File: config.mk
export PLATFORM = sky130hd
export DESIGN_NAME = boxcar_ctrl
export DESIGN_NICKNAME = d
export VERILOG_FILES = /design/src/rtl/boxcar_ctrl.sv
export SDC_FILE = /design/constraint.sdc
export NUM_CORES = 1
export LEC_CHECK = 0
export ABC_AREA = 1
export CORE_MARGIN = 4
export CORE_UTILIZATION = 35
export CTS_BUF_LIST = sky130_fd_sc_hd__clkbuf_16
export CTS_CLUSTER_SIZE = 24
export DETAILED_ROUTE_END_ITERATION = 7
export DONT_BUFFER_PORTS = 1
export PLACE_DENSITY = 0.47
export RECOVER_POWER = 25
export REMOVE_ABC_BUFFERS = 1
export SLEW_MARGIN = 10
export SYNTH_ARGS = -nofsm -noshare
export SYNTH_HDL_FRONTEND = slang
export SYNTH_SLANG_ARGS = --single-unit
File: constraint.sdc
create_clock -name clk -period 3.62 [get_ports clk]
set_input_delay 0.362 -clock clk [delete_from_list [all_inputs] [get_ports clk]]
set_output_delay 0.362 -clock clk [all_outputs]
set_load 0.005 [all_outputs]
File: src/rtl/boxcar_ctrl.sv
// ---------------------------------------------------------------------------
// boxcar_ctrl
//
// Sequencing controller for the boxcar moving-sum filter. It converts a
// valid/ready sample stream into filter clock enables. When a new averaging
// length is requested, it pulses the filter reset. It holds the output stream
// invalid until the window and the filter pipeline have filled, then presents
// the filter result as a valid/ready stream.
//
// Ports
//   clk, rst_n                 clock, asynchronous active-low reset
//   s_valid/s_ready/s_data     input sample stream
//   cfg_valid/cfg_ready/cfg_navg   window-length request (0 means 2^LGMEM)
//   f_rst, f_ce, f_navg, f_sample, f_result   filter-side connections
//   m_valid/m_ready/m_data     filtered output stream
//   settled                    high while in RUN
//
// State table
//   state | meaning
//   FLUSH | one cycle: filter held in reset, fill counter and output cleared
//   FILL  | accepting samples until window plus pipeline depth is reached
//   RUN   | steady state, every accepted sample yields one output
// ---------------------------------------------------------------------------
module boxcar_ctrl #(
    parameter int               IW        = 16,
    parameter int               LGMEM     = 6,
    parameter int               OW        = IW + LGMEM,
    parameter int               LATENCY   = 4,
    parameter logic [LGMEM-1:0] INIT_NAVG = LGMEM'(16)
) (
    input  logic             clk,
    input  logic             rst_n,
    input  logic             s_valid,
    output logic             s_ready,
    input  logic [IW-1:0]    s_data,
    input  logic             cfg_valid,
    output logic             cfg_ready,
    input  logic [LGMEM-1:0] cfg_navg,
    output logic             f_rst,
    output logic             f_ce,
    output logic [LGMEM-1:0] f_navg,
    output logic [IW-1:0]    f_sample,
    input  logic [OW-1:0]    f_result,
    output logic             m_valid,
    input  logic             m_ready,
    output logic [OW-1:0]    m_data,
    output logic             settled
);

    localparam int CW = LGMEM + 2;

    typedef enum logic [1:0] {
        FLUSH = 2'd0,
        FILL  = 2'd1,
        RUN   = 2'd2
    } state_t;

    state_t          state;
    logic [CW-1:0]   cnt;
    logic [CW-1:0]   cnt_inc;
    logic [CW-1:0]   win;
    logic [CW-1:0]   settle;
    logic            cfg_accept;
    logic            s_ready_c;

    assign f_sample = s_data;
    assign m_data   = f_result;

    // A zero window length encodes the full memory depth.
    assign win     = (f_navg == '0) ? CW'(1 << LGMEM) : {2'b00, f_navg};
    assign settle  = win + CW'(LATENCY - 1);
    assign cnt_inc = cnt + CW'(1);

    assign cfg_accept = cfg_valid & cfg_ready;

    // A config accept blocks the sample in the same cycle, so a sample can
    // never be attributed to the window that is about to be discarded.
    always_comb begin
        s_ready_c = 1'b0;
        case (state)
            FLUSH:   s_ready_c = 1'b0;
            FILL:    s_ready_c = ~cfg_accept;
            RUN:     s_ready_c = (~m_valid | m_ready) & ~cfg_accept;
            default: s_ready_c = 1'b0;
        endcase
    end

    assign s_ready = s_ready_c;
    assign f_ce    = s_valid & s_ready_c;

    always_ff @(posedge clk or negedge rst_n) begin
        if (!rst_n) begin
            state     <= FLUSH;
            f_rst     <= 1'b1;
            cfg_ready <= 1'b0;
            settled   <= 1'b0;
            m_valid   <= 1'b0;
            cnt       <= '0;
            f_navg    <= INIT_NAVG;
        end else begin
            case (state)
                FLUSH: begin
                    state     <= FILL;
                    f_rst     <= 1'b0;
                    cfg_ready <= 1'b1;
                    settled   <= 1'b0;
                    m_valid   <= 1'b0;
                    cnt       <= '0;
                end

                FILL: begin
                    if (cfg_accept) begin
                        state     <= FLUSH;
                        f_rst     <= 1'b1;
                        cfg_ready <= 1'b0;
                        settled   <= 1'b0;
                        m_valid   <= 1'b0;
                        f_navg    <= cfg_navg;
                    end else if (f_ce) begin
                        if (cnt_inc >= settle) begin
                            cnt     <= settle;
                            state   <= RUN;
                            settled <= 1'b1;
                            m_valid <= 1'b1;
                        end else begin
                            cnt <= cnt_inc;
                        end
                    end
                end

                RUN: begin
                    if (cfg_accept) begin
                        state     <= FLUSH;
                        f_rst     <= 1'b1;
                        cfg_ready <= 1'b0;
                        settled   <= 1'b0;
                        m_valid   <= 1'b0;
                        f_navg    <= cfg_navg;
                    end else if (f_ce) begin
                        m_valid <= 1'b1;
                        // Counter stays pinned at the settle point.
                        if (cnt < settle) begin
                            cnt <= cnt_inc;
                        end
                    end else if (m_ready) begin
                        m_valid <= 1'b0;
                    end
                end

                default: begin
                    state     <= FLUSH;
                    f_rst     <= 1'b1;
                    cfg_ready <= 1'b0;
                    settled   <= 1'b0;
                    m_valid   <= 1'b0;
                    cnt       <= '0;
                end
            endcase
        end
    end

endmodule
==> flow_metrics.py <==
metrics = {
    "status": {
        "outcome": "finished, final reports clean",
    },
    "finish": {
        "n_antenna_cell": 0,
        "layout_commonest_cell": "nand2_1",
        "nets": 334,
        "fill_cells": 631,
        "drive_above_1_share_pct": 4.198,
        "final_cell_mix": "nand2_1, inv_1, ha_1",
        "area_growth_pct": -5.842,
    },
    "sta": {
        "final_max_slew_viol_count": 0,
        "relSlewSlack_pct": 34.58,
        "grt_setup_unrepaired": "false",
        "clock_skew_ns": 0.007036,
        "hold_violations": 0,
        "setup_viol": 0,
        "min_period_ns": 2.839,
        "fin_setup_tns_ns": 0,
        "finalCritPeriodShare_pct": 78.44,
        "tightest_slew_ns": 0.9781,
        "clock.fmax_mhz": 352.2,
    },
    "setup_path": {
        "worstPathMaxFanout": 8,
        "reg2reg_depth": 15,
        "endpoint_kind": "flip-flop",
        "cp-start-kind": "flip-flop",
        "r2r-start": "f_navg[0]",
        "worstPathRequired_ns": 3.79,
        "rrSetupSlack_ns": 0.78,
        "critPathKind": "reg -> reg",
        "r2r_end": "m_valid",
        "crit_arrival_ns": 3.01,
    },
    "clock_tree": {
        "cts_tree": "yes",
        "cts_buffer_depth": 2,
        "clock_latency_ns": 0.26,
        "cts-buffers-inserted": 3,
        "clock_sinks": 20,
        "cts_max_level": 1,
        "postCtsSetupRepairBufs": 0,
        "path_clk_slew_ns": 0.06,
        "cts_root_buf": "clkbuf_16",
    },
    "hold_path": {
        "holdCritStartpoint": "cfg_navg[4]",
        "min_to": "f_navg[4]",
        "holdPathStages": 2,
        "min_path_type": "in -> reg",
    },
    "pwr": {
        "ir_drop_mv": 0.2807,
        "internal-power_uw": 738.0,
        "power.density_nw_per_um2": 772.3,
        "net-switching-power_uw": 741.4,
        "swShare_pct": 50.11,
        "finalPower_mw": 1.479,
        "p_clk_share_pct": 16.1,
        "pwr-share-seq_pct": 26.6,
        "p_leak_nw": 1.150,
        "share_comb_of_total_power_pct": 57.3,
    },
    "yosys": {
        "syn_area_per_cell_um2": 6.850,
        "yosys-top-cells-area": "dfrtp_1, nand2_1, buf_4",
        "synth_seq_cells": 20,
        "ys_types": 24,
        "ys_warn_count": 0,
        "yosysTopAreaCellShare_pct": 22.14,
        "ys_seq_area_share_pct": 24.72,
        "synth_area_leader_cell": "dfrtp_1",
        "syn_area_um2": 2034,
        "synthCells": 297,
    },
    "floorplanning": {
        "start_util_pct": 36.50,
        "fp-row-count": 27,
        "die_area_um2": 7096,
        "dieHeight_um": 84.24,
        "die_x_um": 84.24,
        "fp.coreArea_um2": 5574,
        "ios": 99,
    },
    "global_route": {
        "grt_pass1_wl_um": 9294,
        "globalRouteOverflowTotal": 0,
        "grt_max_degree": 21,
        "grt_antenna_before_repair": 0,
        "first_global_vias": 1628,
        "grt_use_total_pct": 17.08,
    },
    "run": {
        "maxCapViolations": 0,
    },
    "placed_design": {
        "dpl.hpwl_um": 4679,
        "place.gp.congestion": 0.7961,
        "portBuffers": 0,
    },
    "route": {
        "drt_pass1_iterations": 5,
        "ant_nets": 0,
        "via_per_inst": 4.811,
        "drt-initial-drc-count": 65,
        "vias": 1607,
        "finalWirelength_um": 5897,
        "wire_per_inst_um": 17.66,
        "drc_errors": 0,
    },
}
[registers in the layout, summed over array words and instances, names as in the netlist]
register	count
cnt	8
cfg_ready	1
f_rst	1
m_valid	1
state	2
f_navg	6
settled	1
[stage by stage]
step,cells,utilization [%],hold WS [ns],cell area (um2),setup slack (ns)
finish,334,34.37,0.2370,1916,0.7806
global route,334,34.37,0.2731,1916,0.4538
CTS,334,34.37,0.2367,1916,0.7289
detailed placement,329,32.77,0.06704,1827,0.7458
global placement,329,32.77,0.06701,1827,0.7373
floorplan,257,-,0.06641,1737,1.314
[cells by family after synthesis]
group	count (synthesis)	share of synthesized area [%]
AO/OA/AOI/OAI	19	5.166
XOR/XNOR	6	2.583
adder cells (fa/ha/maj)	22	13.53
buffers and inverters	81	22.20
flip-flops	20	24.72
other	1	0.1843
AND/OR/NAND/NOR	148	31.61
[layout make-up]
| type | instances | area, um2 | share of cell area (%) |
|---|---|---|---|
| sequential | 20 | 503.0 | 26.26 |
| clock buffer | 3 | 75.07 | 3.919 |
| inverter | 40 | 150.1 | 7.838 |
| clock inverter | 1 | 3.754 | 0.1960 |
| tap | 72 | 90.09 | 4.703 |
| multi-input combinational | 197 | 1084 | 56.56 |
| timing repair buffer | 1 | 10.01 | 0.5225 |
[power groups by stage]
stage | clock, mW | sequential (mW) | combinational [mW]
final | 0.238 | 0.394 | 0.848
after global routing | 0.255 | 0.411 | 1.00
after CTS | 0.245 | 0.396 | 0.858
after detailed placement | 0 | 0.400 | 0.846
after global placement | 0 | 0.402 | 0.848
after floorplan | 0 | 0.373 | 0.669
[synth_stat cells (all sizes together)]
cell    instances
nand2          95
inv            40
buf            39
ha             22
nand3          22
nor2           21
dfrtp          18
a21oi          11
nand4           9
xor2            6
o21ai           4
a21o            2
clkbuf          2
dfstp           2
conb            1
o21bai          1
o31ai           1
or2             1
[worst max path at each step]
stage / startpoint / endpoint / slack (ns)
2_1_floorplan: f_navg[0] / m_valid / 1.31
3_3_place_gp: f_navg[0] / state[1] / 0.74
3_5_place_dp: f_navg[0] / m_valid / 0.75
4_1_cts: f_navg[0] / m_valid / 0.73
5_1_grt: f_navg[0] / m_valid / 0.45
6_report: f_navg[0] / m_valid / 0.78
[timing repair]
item / 4_1_cts / 5_1_grt
resized for setup: 0 / 0
endpoints found under the hold margin: 20 / 0
hold buffers: 1 / 0
[critical path, stage by stage (launching register included)]
cell	delay (ns)
dfrtp_1	0.41
inv_1	0.11
ha_1	0.22
inv_1	0.07
nand2_1	0.06
o31ai_1	0.34
inv_1	0.14
ha_1	0.30
nand2_1	0.07
nor2_1	0.17
nand3_1	0.19
nand3_2	0.21
nand2_1	0.07
nand2_1	0.13
nand2_1	0.09
o21ai_0	0.18
[layer usage]
metal | global-route usage, % | vias to the layer above | wire, um
met1 | 22.77 | 706 | 2819
met3 | 11.78 | 9 | 793
met2 | 21.52 | 62 | 2150
li1 | - | 826 | -
met5 | 7.692 | - | 68
met4 | 3.947 | 4 | 65
No activity file was read; power rests on OpenSTA's default activity.
